File: config.mk
export PLATFORM = sky130hd
export DESIGN_NAME = refresh_arbiter_flat
export DESIGN_NICKNAME = d
export VERILOG_FILES = /design/src/rtl/sddt_cmd_pkg.sv /design/src/rtl/refresh_arbiter_if.sv /design/src/rtl/refi_timer.sv /design/src/rtl/refresh_arbiter.sv /design/src/flat_wrapper.sv
export SDC_FILE = /design/constraint.sdc
export NUM_CORES = 1
export LEC_CHECK = 0
export CAP_MARGIN = 0
export CORE_AREA = 2 2 118 120
export CTS_CLUSTER_DIAMETER = 150
export DETAILED_ROUTE_END_ITERATION = 7
export DIE_AREA = 0 0 120 122
export HOLD_SLACK_MARGIN = 0.08
export PLACE_DENSITY = 0.76
export SLEW_MARGIN = 25
export SYNTH_ARGS = -nofsm -noshare
export SYNTH_HDL_FRONTEND = slang
export SYNTH_SLANG_ARGS = --single-unit
File: constraint.sdc
create_clock -name clk -period 6.6 [get_ports clk]
set_input_delay 0.99 -clock clk [delete_from_list [all_inputs] [get_ports clk]]
set_output_delay 0.99 -clock clk [all_outputs]
set_load 0.03 [all_outputs]
File: src/rtl/sddt_cmd_pkg.sv
// Shared command-word layout, maintenance packet constants and arbiter state
// encoding for the scheduler command path.
package sddt_cmd_pkg;

  localparam int CMD_W      = 128;
  localparam int OPCODE_LSB = 0;
  localparam int OPCODE_W   = 4;
  // DDR4 A10 on a precharge selects all banks (PALL)
  localparam int PALL_BIT   = 10;

  localparam logic [OPCODE_W-1:0] OP_PRE = 4'h2;
  localparam logic [OPCODE_W-1:0] OP_REF = 4'h1;

  localparam logic [CMD_W-1:0] PREA_WORD =
    (CMD_W'(OP_PRE) << OPCODE_LSB) | (CMD_W'(1) << PALL_BIT);
  localparam logic [CMD_W-1:0] REF_WORD =
    (CMD_W'(OP_REF) << OPCODE_LSB);

  typedef enum logic [1:0] {
    ST_IDLE       = 2'd0,
    ST_HOST_PKT   = 2'd1,
    ST_MAINT_PREA = 2'd2,
    ST_MAINT_REF  = 2'd3
  } arb_state_e;

endpackage

File: src/rtl/refresh_arbiter_if.sv
// Command-stream link between the command FIFO, the refresh arbiter and the scheduler.
// Valid/ready: a word transfers on a rising clk edge where TVALID and TREADY are both
// high; while TVALID is high and TREADY low the source holds TDATA/TLAST stable.
interface refresh_arbiter_if #(
  parameter int W = 128
);
  logic [W-1:0] TDATA;
  logic         TVALID;
  logic         TREADY;
  logic         TLAST;

  modport master (output TDATA, output TVALID, output TLAST, input TREADY);
  modport slave  (input TDATA, input TVALID, input TLAST, output TREADY);
endinterface

File: src/rtl/refi_timer.sv
// tREFI interval timer: generates refresh ticks and keeps the count of postponed
// refreshes, saturating at MAX_POSTPONE with a sticky overflow flag.
module refi_timer import sddt_cmd_pkg::*; #(
  parameter int TIMER_WIDTH  = 16,
  parameter int MAX_POSTPONE = 8
) (
  input  logic                   clk,
  input  logic                   rst,
  input  logic                   enable,
  input  logic [TIMER_WIDTH-1:0] refi_cycles,
  input  logic                   ref_done,
  output logic                   tick,
  output logic [3:0]             pending_ref,
  output logic                   overflow
);

  logic [TIMER_WIDTH-1:0] timer_q, timer_d;
  logic [3:0]             pending_q, pending_d;
  logic                   overflow_q, overflow_d;
  logic                   run;
  logic                   at_max;

  always_comb begin
    run        = enable && (refi_cycles != '0);
    tick       = run && (timer_q == (refi_cycles - TIMER_WIDTH'(1)));
    at_max     = (pending_q >= 4'(MAX_POSTPONE));
    timer_d    = '0;
    if (run && !tick) timer_d = timer_q + TIMER_WIDTH'(1);
    pending_d  = pending_q;
    overflow_d = overflow_q | (tick & at_max);
    // A tick and a REF handshake in the same cycle cancel out
    if (tick && !ref_done) begin
      if (!at_max) pending_d = pending_q + 4'd1;
    end else if (!tick && ref_done && (pending_q != 4'd0)) begin
      pending_d = pending_q - 4'd1;
    end
  end

  always_ff @(posedge clk) begin
    if (rst) begin
      timer_q    <= '0;
      pending_q  <= 4'd0;
      overflow_q <= 1'b0;
    end else begin
      timer_q    <= timer_d;
      pending_q  <= pending_d;
      overflow_q <= overflow_d;
    end
  end

  assign pending_ref = pending_q;
  assign overflow    = overflow_q;

endmodule

File: src/rtl/refresh_arbiter.sv
// Shares the scheduler command input between host packets and PREA+REF maintenance
// packets, switching source only at packet boundaries.
module refresh_arbiter import sddt_cmd_pkg::*; #(
  parameter int CMD_WIDTH    = 128,
  parameter int MAX_POSTPONE = 8,
  parameter int TIMER_WIDTH  = 16,
  parameter int CNT_WIDTH    = 16
) (
  input  logic                   clk,
  input  logic                   rst,
  input  logic                   enable,
  input  logic [TIMER_WIDTH-1:0] refi_cycles,
  refresh_arbiter_if.slave       S_AXIS_CMD,
  refresh_arbiter_if.master      M_AXIS_CMD,
  output logic [3:0]             pending_ref,
  output logic [CNT_WIDTH-1:0]   ref_issued,
  output logic                   overflow,
  output logic                   busy
);

  arb_state_e             state_q, state_d;
  logic                   last_q, last_d;
  logic                   busy_q, busy_d;
  logic [CNT_WIDTH-1:0]   ref_cnt_q, ref_cnt_d;

  logic                   tick;
  logic                   ref_done;
  logic                   host_sel;
  logic                   maint_force;
  logic                   maint_opp;
  logic [CMD_WIDTH-1:0]   m_tdata;
  logic                   m_tvalid;
  logic                   m_tlast;
  logic                   s_tready;

  refi_timer #(
    .TIMER_WIDTH  (TIMER_WIDTH),
    .MAX_POSTPONE (MAX_POSTPONE)
  ) u_refi_timer (
    .clk         (clk),
    .rst         (rst),
    .enable      (enable),
    .refi_cycles (refi_cycles),
    .ref_done    (ref_done),
    .tick        (tick),
    .pending_ref (pending_ref),
    .overflow    (overflow)
  );

  always_comb begin
    maint_force = (pending_ref >= 4'(MAX_POSTPONE));
    maint_opp   = (pending_ref != 4'd0) && !S_AXIS_CMD.TVALID;
    state_d     = state_q;
    last_d      = last_q;
    host_sel    = 1'b0;
    ref_done    = 1'b0;
    m_tdata     = '0;
    m_tvalid    = 1'b0;
    m_tlast     = 1'b0;
    s_tready    = 1'b0;
    unique case (state_q)
      ST_IDLE: begin
        if (maint_force || maint_opp) begin
          state_d = ST_MAINT_PREA;
        end else if (S_AXIS_CMD.TVALID) begin
          host_sel = 1'b1;
          if (M_AXIS_CMD.TREADY && !S_AXIS_CMD.TLAST) state_d = ST_HOST_PKT;
        end
      end
      ST_HOST_PKT: begin
        host_sel = 1'b1;
        if (S_AXIS_CMD.TVALID && M_AXIS_CMD.TREADY && S_AXIS_CMD.TLAST) state_d = ST_IDLE;
      end
      ST_MAINT_PREA: begin
        m_tdata  = CMD_WIDTH'(PREA_WORD);
        m_tvalid = 1'b1;
        if (M_AXIS_CMD.TREADY) state_d = ST_MAINT_REF;
      end
      ST_MAINT_REF: begin
        m_tdata  = CMD_WIDTH'(REF_WORD);
        m_tvalid = 1'b1;
        // last_q keeps TLAST from falling if a tick lands while the last REF is stalled
        m_tlast  = last_q || ((pending_ref == 4'd1) && !tick);
        if (M_AXIS_CMD.TREADY) begin
          ref_done = 1'b1;
          last_d   = 1'b0;
          if (m_tlast) state_d = ST_IDLE;
        end else begin
          last_d = m_tlast;
        end
      end
      default: state_d = ST_IDLE;
    endcase
    if (host_sel) begin
      m_tdata  = S_AXIS_CMD.TDATA;
      m_tvalid = S_AXIS_CMD.TVALID;
      m_tlast  = S_AXIS_CMD.TLAST;
      s_tready = M_AXIS_CMD.TREADY;
    end
    busy_d    = (state_d == ST_MAINT_PREA) || (state_d == ST_MAINT_REF);
    ref_cnt_d = ref_done ? (ref_cnt_q + CNT_WIDTH'(1)) : ref_cnt_q;
  end

  always_ff @(posedge clk) begin
    if (rst) begin
      state_q   <= ST_IDLE;
      last_q    <= 1'b0;
      busy_q    <= 1'b0;
      ref_cnt_q <= '0;
    end else begin
      state_q   <= state_d;
      last_q    <= last_d;
      busy_q    <= busy_d;
      ref_cnt_q <= ref_cnt_d;
    end
  end

  assign M_AXIS_CMD.TDATA  = m_tdata;
  assign M_AXIS_CMD.TVALID = m_tvalid;
  assign M_AXIS_CMD.TLAST  = m_tlast;
  assign S_AXIS_CMD.TREADY = s_tready;
  assign ref_issued        = ref_cnt_q;
  assign busy              = busy_q;

endmodule

File: src/flat_wrapper.sv
// flat-port wrapper written by rule: the top's interface ports become plain ports
module refresh_arbiter_flat import sddt_cmd_pkg::*;
#(
  parameter int CMD_WIDTH    = 128,
  parameter int MAX_POSTPONE = 8,
  parameter int TIMER_WIDTH  = 16,
  parameter int CNT_WIDTH    = 16
)
  (clk, rst, enable, refi_cycles, pending_ref, ref_issued, overflow, busy, S_AXIS_CMD_TDATA, S_AXIS_CMD_TVALID, S_AXIS_CMD_TLAST, S_AXIS_CMD_TREADY, M_AXIS_CMD_TDATA, M_AXIS_CMD_TVALID, M_AXIS_CMD_TLAST, M_AXIS_CMD_TREADY);
  refresh_arbiter_if #(.W((128))) S_AXIS_CMD_i ();
  refresh_arbiter_if #(.W((128))) M_AXIS_CMD_i ();
  input  logic clk;
  input  logic rst;
  input  logic enable;
  input  logic [TIMER_WIDTH-1:0] refi_cycles;
  output logic [3:0] pending_ref;
  output logic [CNT_WIDTH-1:0] ref_issued;
  output logic overflow;
  output logic busy;
  input wire logic [$bits(S_AXIS_CMD_i.TDATA)-1:0] S_AXIS_CMD_TDATA;
  input wire logic [$bits(S_AXIS_CMD_i.TVALID)-1:0] S_AXIS_CMD_TVALID;
  input wire logic [$bits(S_AXIS_CMD_i.TLAST)-1:0] S_AXIS_CMD_TLAST;
  output wire logic [$bits(S_AXIS_CMD_i.TREADY)-1:0] S_AXIS_CMD_TREADY;
  output wire logic [$bits(M_AXIS_CMD_i.TDATA)-1:0] M_AXIS_CMD_TDATA;
  output wire logic [$bits(M_AXIS_CMD_i.TVALID)-1:0] M_AXIS_CMD_TVALID;
  output wire logic [$bits(M_AXIS_CMD_i.TLAST)-1:0] M_AXIS_CMD_TLAST;
  input wire logic [$bits(M_AXIS_CMD_i.TREADY)-1:0] M_AXIS_CMD_TREADY;
  assign S_AXIS_CMD_i.TDATA = S_AXIS_CMD_TDATA;
  assign S_AXIS_CMD_i.TVALID = S_AXIS_CMD_TVALID;
  assign S_AXIS_CMD_i.TLAST = S_AXIS_CMD_TLAST;
  assign S_AXIS_CMD_TREADY = S_AXIS_CMD_i.TREADY;
  assign M_AXIS_CMD_TDATA = M_AXIS_CMD_i.TDATA;
  assign M_AXIS_CMD_TVALID = M_AXIS_CMD_i.TVALID;
  assign M_AXIS_CMD_TLAST = M_AXIS_CMD_i.TLAST;
  assign M_AXIS_CMD_i.TREADY = M_AXIS_CMD_TREADY;
  refresh_arbiter #(.CMD_WIDTH(CMD_WIDTH), .MAX_POSTPONE(MAX_POSTPONE), .TIMER_WIDTH(TIMER_WIDTH), .CNT_WIDTH(CNT_WIDTH)) u_core (.clk(clk), .rst(rst), .enable(enable), .refi_cycles(refi_cycles), .S_AXIS_CMD(S_AXIS_CMD_i), .M_AXIS_CMD(M_AXIS_CMD_i), .pending_ref(pending_ref), .ref_issued(ref_issued), .overflow(overflow), .busy(busy));
endmodule
# --- After elaboration in Yosys (flattened, before gate mapping) ---
# Index checks and enable logic that the tools add are counted.
totals:
  ff_bits: 41
  in_bits: 150
  out_inout_bits: 153
  wordCells: 73
classes:
  addsub: 5
  n_lt_le_gt_ge: 1
  eq_ne: 8
  muxes: 24
  bitwise_logic: 3
  n_reduce_logical: 25
ops:
  columns: ["cell", "count"]
  rows:
  - ["$mux W128", 1]
  - ["$add A16 B1 Y16 const B", 2]
  - ["$pmux W11 S2", 1]
  - ["$eq A16 B16 Y1", 1]
  - ["$reduce_bool A16 Y1", 1]
  - ["$sub A16 B1 Y16 const B", 1]
  - ["$mux W2", 7]
  - ["$mux W4", 3]
  - ["$logic_and A1 B1 Y1", 11]
  - ["$mux W1", 10]
  - ["$eq A2 B2 Y1 const B", 4]
  - ["$pmux W2 S4", 1]
  - ["$add A4 B1 Y4 const B", 1]
  - ["$eq A4 B1 Y1 const B", 1]
  - ["$ge A4 B4 Y1 const B", 1]
  - ["$logic_not A1 Y1", 4]
  - ["$reduce_bool A4 Y1", 1]
  - ["$reduce_or A2 Y1", 2]
  - ["$sub A4 B1 Y4 const B", 1]
  - ["$logic_or A1 B1 Y1", 3]
  - ["$eq A2 B1 Y1 const B", 1]
  - ["$logic_not A2 Y1", 1]
  - ["$ne A2 B2 Y1 const B", 1]
  - ["$pmux W1 S2", 1]
  - ["other kinds (5)", 5]

# --- Longest topological paths before layout ---
# Gate-level depths: netlist of the first run.
depth:
  word_depth: 11
  depth_mapped: 11
  depth_no_buf: 10

# --- Cells and area by module ---
# From an unflattened synthesis of the first run, not the netlist that was laid out.
unflattened:
  hier_cells: 447
  hier_area_um2: 3464.6
by_module_without_submodules:
  columns: ["mod", "n_inst", "cells_per_inst", "area_per_inst_um2", "seq_area_each_um2"]
  rows:
  - ["refresh_arbiter", 1, 257, 1880.6, 380.4]
  - ["refi_timer", 1, 190, 1584.0, 420.4]

# --- Worst setup path before layout of the first run ---
# Ideal clock, no wire load.
synth_path:
  path_type: "input to output"
  startpoint: "in refi_cycles[0]"
  endpoint: "out M_AXIS_CMD_TLAST"
  arrival_ps: 3478
  required_ps: 5610
  path_slack_ps: 2132
  cell_stages: 10
  path_buffers: 1
  path_cell_list: "inv_1 -> ha_1 -> or4b_1 -> buf_2 -> o31a_1 -> o32a_1 -> o21a_1 -> nor4_4 -> o21bai_2 -> a32o_1"
synth_between:
  elab_chain_len: 8
  elab_cells_between_ends: 10
  classes_between: "add/sub: 1; eq/ne: 1; mux: 2; reduce/logical: 6"
synth_rtl:
  columns: ["element", "line_no", "rtl"]
  rows:
  - ["start, declared", "flat_wrapper.sv:15", "input logic [TIMER_WIDTH-1:0] refi_cycles;"]
  - ["$sub A16 B1 Y16 / $reduce_bool A16 Y1 (equally long branches)", "refi_timer.sv:25, refi_timer.sv:24", null]
  - ["$eq A16 B16 Y1 / $logic_and A1 B1 Y1 (equally long branches)", "refi_timer.sv:25, refi_timer.sv:24", null]
  - ["$logic_and A1 B1 Y1 (*)", "refi_timer.sv:25", "tick = run && (timer_q == (refi_cycles - TIMER_WIDTH'(1)));"]
  - ["$logic_not A1 Y1 (*)", "refresh_arbiter.sv:83", "m_tlast = last_q || ((pending_ref == 4'd1) && !tick);"]
  - ["$logic_and A1 B1 Y1 (*)", "refresh_arbiter.sv:83", null]
  - ["$logic_or A1 B1 Y1 (*)", "refresh_arbiter.sv:83", null]
  - ["$mux W1 (*)", "refresh_arbiter.sv:61", "unique case (state_q)"]
  - ["$mux W1 (*)", "refresh_arbiter.sv:94", "if (host_sel) begin"]
  - ["end, declared", "flat_wrapper.sv:26", "output wire logic [$bits(M_AXIS_CMD_i.TLAST)-1:0] M_AXIS_CMD_TLAST;"]
# Mark *: on every way between the ends. The rest lies on a longest branch, timed or not.

# --- Worst setup path after layout of the first run ---
# Same ends and word-level chain as after synthesis.

==> impl_metrics.ini, run 1 <==
[yosys]
synth_enable_flop_cells = 0
postSynthNetCount = 621
synth_area_leaders = sky130_fd_sc_hd__dfxtp_1, sky130_fd_sc_hd__and2_1, sky130_fd_sc_hd__xor2_1
synth_largest_area_cell = sky130_fd_sc_hd__dfxtp_1
syn_area_per_cell_sq_um = 7.39
synth_cell_types = 56
synth_warnings = 0
ys_seq_elements = 41
ys.flop_type = sky130_fd_sc_hd__dfxtp_1
post-synth-top-area-fraction = 0.239
synth-async-reset-ratio = 0
syn-instance-count = 465
synth-seq-area-share = 0.239
mappedNetlistArea_sq_mm = 0.00344

[worst_hold_path]
worst_hold_path_type = reg -> reg
holdPathEnd = u_core.u_refi_timer.overflow$_SDFF_PP0_
whs_path_depth = 2
worstHoldStart = u_core.u_refi_timer.overflow$_SDFF_PP0_

[route]
antenna_left = 0
detail_route.drc_violations = 0
post_drt_via_cell_ratio = 4.49
drt-initial-drc-count = 284
detailedRoute.firstPassIterationCount = 4
wirelength_um = 16300
routed-via-count = 4178
wire_length_per_cell_after_detailed_routing_um = 17.6

[floorplan]
fp-row-count = 43
fp.dieArea_sq_mm = 0.0146
io_pins = 303
floorplan.die.height_um = 122
start_util = 0.254
placeableCoreArea_sq_mm = 0.0135
chipWidth_um = 120

[timing]
rsz_0062_raised_after_global_routing = false
final-hold-violation-count = 0
max_freq_ghz = 0.172
final_critical_path_required_period_ns = 5.82
final_max_slew_viol_count = 0
tns_ns = 0
fin_crit_sh = 0.881
relSlewSlack = 0.400
finClkSkew_ns = 0.00579
worst_hold_margin_ns = 0.491
timing_worst_slew_pin_value_ns = 0.899
finalSetupViolCount = 0

[global_route]
track_usage = 0.210
grt_pass1_wl_um = 23500
grt_max_degree = 49
first_global_vias = 3875
grt_antenna_before_repair = 0
grt_overflow_total = 0

[worst_setup_path]
worst_ep_required_time_ns = 5.61
worst_path_max_delay_cell = sky130_fd_sc_hd__or4b_1
critical_path.cell_chain = clkdlybuf4s50_1 -> inv_1 -> ha_1 -> or4b_1 -> o31a_1 -> o32a_1 -> o21a_1 -> nor4_4 -> o21bai_2 -> a32o_1 -> clkdlybuf4s50_1
timing.reg2reg.worst_path_depth = 7
timing.critical_path.arrival_ns = 4.83
path_max_fanout = 7
worstReg2RegStart = u_core.u_refi_timer.timer_q[2]$_SDFF_PP0_
cp_peak_stage_delay_ns = 0.59
worst-setup-path-type = in -> out
end_kind = output port
endpoint_of_the_worst_slack_reg_to_reg_timing_path = u_core.busy$_SDFF_PP0_
critPathLaunchType = input port
reg2reg_slack_ns = 3.52
crit_buf_inv = 3
worst_path_most_repeated_cell = sky130_fd_sc_hd__clkdlybuf4s50_1
crit_start = refi_cycles[0]
critical-path-top-delay-family = compound AO/OA/AOI/OAI gates

[cells_and_area]
fraction_of_layout_instances_using_a_drive_strength_above_1 = 0.0360
fin_util = 0.504
design.final.nets = 905
highest_count_cells_in_the_layout_ignoring_fill_and_taps = sky130_fd_sc_hd__clkdlybuf4s50_1, sky130_fd_sc_hd__and2_1, sky130_fd_sc_hd__nor2_1, sky130_fd_sc_hd__dfxtp_1, sky130_fd_sc_hd__xor2_1
fillCellCount = 1302
most_common_cell_after_layout_fill_and_taps_aside = sky130_fd_sc_hd__clkdlybuf4s50_1
synthToLayoutAreaGrowth_pct = 98.0
antenna_cells_inserted = 0

[job]
drv_cap = 0

[clock_network]
cts_tree = yes
clkLatencyLatePin_ns = 0.28
clock-root-buffer = sky130_fd_sc_hd__clkbuf_16
number_of_buffers_on_the_longest_clock_path = 2
cts_resized = 0
clkSlewWorstSetupHoldPaths_ns = 0.06
post_cts.repair.setup_buffers = 0
cts-hold-fix-buffers = 0
cts-htree-levels = 2
cts-buffers-inserted = 5
number_of_clock_sinks = 41

[placed_design]
place.gp.congestion = 0.887
hpwl_um = 13100
placement.io_buffers = 302

[outcome]
status = complete, no violations

[power_and_ir_drop]
irDropWorstVdd_mv = 0.0954
power_density_mw_per_mm2 = 156
design_power_total_mw = 1.06
cellLeakagePower_nw = 2.52
==> stage by stage <==
stage	worst slack, ns	std cells	cell area (sq um)
CTS	0.784	930	6810
floorplan	2.13	465	3440
global route	0.616	930	6800
finish	0.784	930	6800
global placement	0.866	922	6620
detailed placement	0.792	922	6620
==> worst min-delay path, delay by kind of cell (launching register included) <==
kind / cells / cell delay, ns
AND/OR/NAND/NOR: 1 / 0.07
flip-flops: 1 / 0.34
AO/OA/AOI/OAI: 1 / 0.05
==> synthesized netlist by cell type (3+ instances only) <==
cell type / n
sky130_fd_sc_hd__nor2b_1: 5
sky130_fd_sc_hd__a21o_1: 3
sky130_fd_sc_hd__nand4_1: 7
sky130_fd_sc_hd__clkbuf_1: 25
sky130_fd_sc_hd__xnor2_1: 18
sky130_fd_sc_hd__nor3_1: 9
sky130_fd_sc_hd__a21oi_1: 12
sky130_fd_sc_hd__inv_1: 9
sky130_fd_sc_hd__dfxtp_1: 41
sky130_fd_sc_hd__and3_1: 12
sky130_fd_sc_hd__nand3_1: 18
sky130_fd_sc_hd__o21ai_0: 5
sky130_fd_sc_hd__ha_1: 6
sky130_fd_sc_hd__xor2_1: 30
sky130_fd_sc_hd__and2_1: 127
sky130_fd_sc_hd__nand4b_1: 3
sky130_fd_sc_hd__nand2_1: 23
sky130_fd_sc_hd__or3_1: 3
sky130_fd_sc_hd__nor2_1: 52
sky130_fd_sc_hd__nor4_1: 7
sky130_fd_sc_hd__a31oi_1: 3
sky130_fd_sc_hd__or2_2: 3
==> how the worst max path moves through the flow <==
stage / to / slack, ns / cells past startpoint
finish: M_AXIS_CMD_TLAST / 0.78 / 11
CTS: M_AXIS_CMD_TLAST / 0.78 / 11
global placement: M_AXIS_CMD_TLAST / 0.87 / 11
global route: M_AXIS_CMD_TLAST / 0.62 / 11
detailed placement: M_AXIS_CMD_TLAST / 0.79 / 11
floorplan: M_AXIS_CMD_TLAST / 2.13 / 10
==> registers in the layout, summed over array words and instances, names as in the netlist <==
register                         count
u_core.ref_issued                   16
u_core.u_refi_timer.timer_q         16
u_core.u_refi_timer.pending_ref      4
u_core.state_q                       2
u_core.busy                          1
u_core.last_q                        1
u_core.u_refi_timer.overflow         1
==> routing by layer <==
metal  vias up  GRT usage  share of wire
met5         -          0              0
met2       162      0.287           0.41
met1      1885      0.295           0.46
met3        12      0.102           0.12
met4         0     0.0412          0.012
li1       2119          -              -
==> report_power, final <==
| part | switching, mW | internal (mW) | leakage [nW] |
|---|---|---|---|
| combinational | 0.257 | 0.240 | 2.09 |
| sequential | 0.00484 | 0.250 | 0.331 |
| clock | 0.0970 | 0.216 | 0.0938 |
| total | 0.359 | 0.706 | 2.52 |
==> kinds of logic after synthesis <==
kind of cell               after synthesis  share of synthesized area
and+or+nand+nor                        285                      0.472
muxes                                    4                     0.0124
adders and majority gates                6                     0.0218
xor gates and xnor gates                48                      0.122
AOI/OAI and AO/OA                       44                     0.0914
buffers and inverters                   37                     0.0411
DFF                                     41                      0.239
==> layout make-up <==
type / count / area (sq um) / area share
clock inverters: 3 / 65.1 / 0.00956
multi-input cells: 387 / 2480 / 0.365
well taps: 180 / 225 / 0.0331
repair buffers: 305 / 3050 / 0.449
flip-flops and latches: 41 / 821 / 0.121
inverters: 9 / 33.8 / 0.00497
clock buffers: 5 / 125 / 0.0184
(Power assumes the default switching activity.)
==> run 2, diff against run 1 <==
- SLEW_MARGIN: 25 -> 20
==> run 2 against run 1 <==
- non-clock buffer count unchanged
- final area about the same
- fmax about the same
- setup slack worse by 0.0016 ns
- highest routed layer unchanged
- critical path type unchanged
- count of clock-buffer cells in the layout unchanged
- total power about the same
- clock power about the same
- sequential cell count unchanged
- cell count unchanged
- core utilization about the same
- routed wire length about the same
- worst hold slack about the same
==> impl_metrics.ini, run 2 (same netlist as run 1, synthesis figures left out) <==
[worst_setup_path]
path_max_fanout = 7
worstReg2RegStart = u_core.u_refi_timer.timer_q[2]$_SDFF_PP0_
timing.critical_path.arrival_ns = 4.83
timing.reg2reg.worst_path_depth = 7
end_kind = output port
endpoint_of_the_worst_slack_reg_to_reg_timing_path = u_core.busy$_SDFF_PP0_
crit_buf_inv = 3
reg2reg_slack_ns = 3.50
worst_path_most_repeated_cell = sky130_fd_sc_hd__clkdlybuf4s50_1
cp_peak_stage_delay_ns = 0.59
worst_ep_required_time_ns = 5.61
critical_path.cell_chain = clkdlybuf4s50_1 -> inv_1 -> ha_1 -> or4b_1 -> o31a_1 -> o32a_1 -> o21a_1 -> nor4_4 -> o21bai_2 -> a32o_1 -> clkdlybuf4s50_1
critPathLaunchType = input port
critical-path-top-delay-family = compound AO/OA/AOI/OAI gates
worst_path_max_delay_cell = sky130_fd_sc_hd__or4b_1
worst-setup-path-type = in -> out

[timing]
final_critical_path_required_period_ns = 5.82
fin_crit_sh = 0.881
rsz_0062_raised_after_global_routing = false
max_freq_ghz = 0.172
tns_ns = 0
worst_hold_margin_ns = 0.491
worst_slack_ns = 0.783
finalSetupViolCount = 0
finClkSkew_ns = 0.00579
final-hold-violation-count = 0
timing_worst_slew_pin_value_ns = 1.02
relSlewSlack = 0.315
final_max_slew_viol_count = 0

[clock_network]
cts-buffers-inserted = 5
number_of_buffers_on_the_longest_clock_path = 2
clkSlewWorstSetupHoldPaths_ns = 0.06
clock-root-buffer = sky130_fd_sc_hd__clkbuf_16
cts-hold-fix-buffers = 0
cts_resized = 0
post_cts.repair.setup_buffers = 0
clkLatencyLatePin_ns = 0.28
cts_tree = yes
number_of_clock_sinks = 41
cts-htree-levels = 2

[placed_design]
placement.io_buffers = 302
place.gp.congestion = 0.887
hpwl_um = 13100
post-place-ws_ns = 0.792

[global_route]
grt_overflow_total = 0
grt_pass1_wl_um = 23500
grt_max_degree = 49
track_usage = 0.210
grt_antenna_before_repair = 0
first_global_vias = 3875

[route]
post_drt_via_cell_ratio = 4.49
routed-via-count = 4178
antenna_left = 0
detail_route.drc_violations = 0
wire_length_per_cell_after_detailed_routing_um = 17.6
detailedRoute.firstPassIterationCount = 4
wirelength_um = 16400
drt-initial-drc-count = 284

[power_and_ir_drop]
design_power_total_mw = 1.07
cellLeakagePower_nw = 2.52
power_density_mw_per_mm2 = 156
irDropWorstVdd_mv = 0.0955

[floorplan]
floorplan.die.height_um = 122
fp.dieArea_sq_mm = 0.0146
placeableCoreArea_sq_mm = 0.0135
fp-row-count = 43
io_pins = 303
chipWidth_um = 120
start_util = 0.254

[cells_and_area]
highest_count_cells_in_the_layout_ignoring_fill_and_taps = sky130_fd_sc_hd__clkdlybuf4s50_1, sky130_fd_sc_hd__and2_1, sky130_fd_sc_hd__nor2_1, sky130_fd_sc_hd__dfxtp_1, sky130_fd_sc_hd__xor2_1
fillCellCount = 1301
fraction_of_layout_instances_using_a_drive_strength_above_1 = 0.0347
antenna_cells_inserted = 0
synthToLayoutAreaGrowth_pct = 98.2
design.final.nets = 905
fin_util = 0.504
most_common_cell_after_layout_fill_and_taps_aside = sky130_fd_sc_hd__clkdlybuf4s50_1

[worst_hold_path]
worst_hold_path_type = reg -> reg
holdPathEnd = u_core.u_refi_timer.overflow$_SDFF_PP0_
whs_path_depth = 2
worstHoldStart = u_core.u_refi_timer.overflow$_SDFF_PP0_

[job]
drv_cap = 0

[outcome]
status = complete, no violations
-- run 2: cell types whose count changed in the layout (fill, tap and decap cells not counted) --
cell,change
sky130_fd_sc_hd__buf_2,-1
sky130_fd_sc_hd__clkdlybuf4s50_1,+1
-- run 2: through the flow --
stage | area [sq um] | cells
after CTS | 6810 | 930
after detailed placement | 6620 | 922
final | 6810 | 930
after global routing | 6810 | 930
after global placement | 6620 | 922
after floorplan | 3440 | 465
-- run 2: worst reg2reg max path, stage by stage (launching register included) --
cell	delay, ns
sky130_fd_sc_hd__dfxtp_1	0.37
sky130_fd_sc_hd__or3_1	0.39
sky130_fd_sc_hd__a31o_2	0.25
sky130_fd_sc_hd__or4b_2	0.67
sky130_fd_sc_hd__nor4_4	0.45
sky130_fd_sc_hd__o21bai_2	0.15
sky130_fd_sc_hd__and3_1	0.22
sky130_fd_sc_hd__nor4_1	0.43
-- run 2: power by group --
part	internal, mW	leakage, nW	switching (mW)
clock network	0.216	0.0938	0.0971
registers	0.250	0.331	0.00485
logic	0.240	2.09	0.257
-- run 2: layout make-up --
class / count / area, sq um / share of cell area
sequential: 41 / 821 / 0.121
timing repair buffer: 305 / 3060 / 0.449
clock buffer: 5 / 125 / 0.0184
clock inverter: 3 / 65.1 / 0.00956
inverter: 9 / 33.8 / 0.00496
tap: 180 / 225 / 0.0331
multi-input combinational: 387 / 2480 / 0.364
-- run 2: routing by layer --
layer	part of all wire	vias up	track usage
met3	0.12	12	0.102
met2	0.41	162	0.287
li1	-	2119	-
met4	0.012	0	0.0412
met5	0	-	0
met1	0.46	1885	0.295
-- run 2: worst max path at each step --
stage / startpoint / to / slack [ns] / cells past startpoint
6_report: refi_cycles[0] / M_AXIS_CMD_TLAST / 0.78 / 11
5_1_grt: refi_cycles[0] / M_AXIS_CMD_TLAST / 0.62 / 11
4_1_cts: refi_cycles[0] / M_AXIS_CMD_TLAST / 0.78 / 11
3_5_place_dp: refi_cycles[0] / M_AXIS_CMD_TLAST / 0.79 / 11
3_3_place_gp: refi_cycles[0] / M_AXIS_CMD_TLAST / 0.87 / 11
2_1_floorplan: refi_cycles[0] / M_AXIS_CMD_TLAST / 2.13 / 10
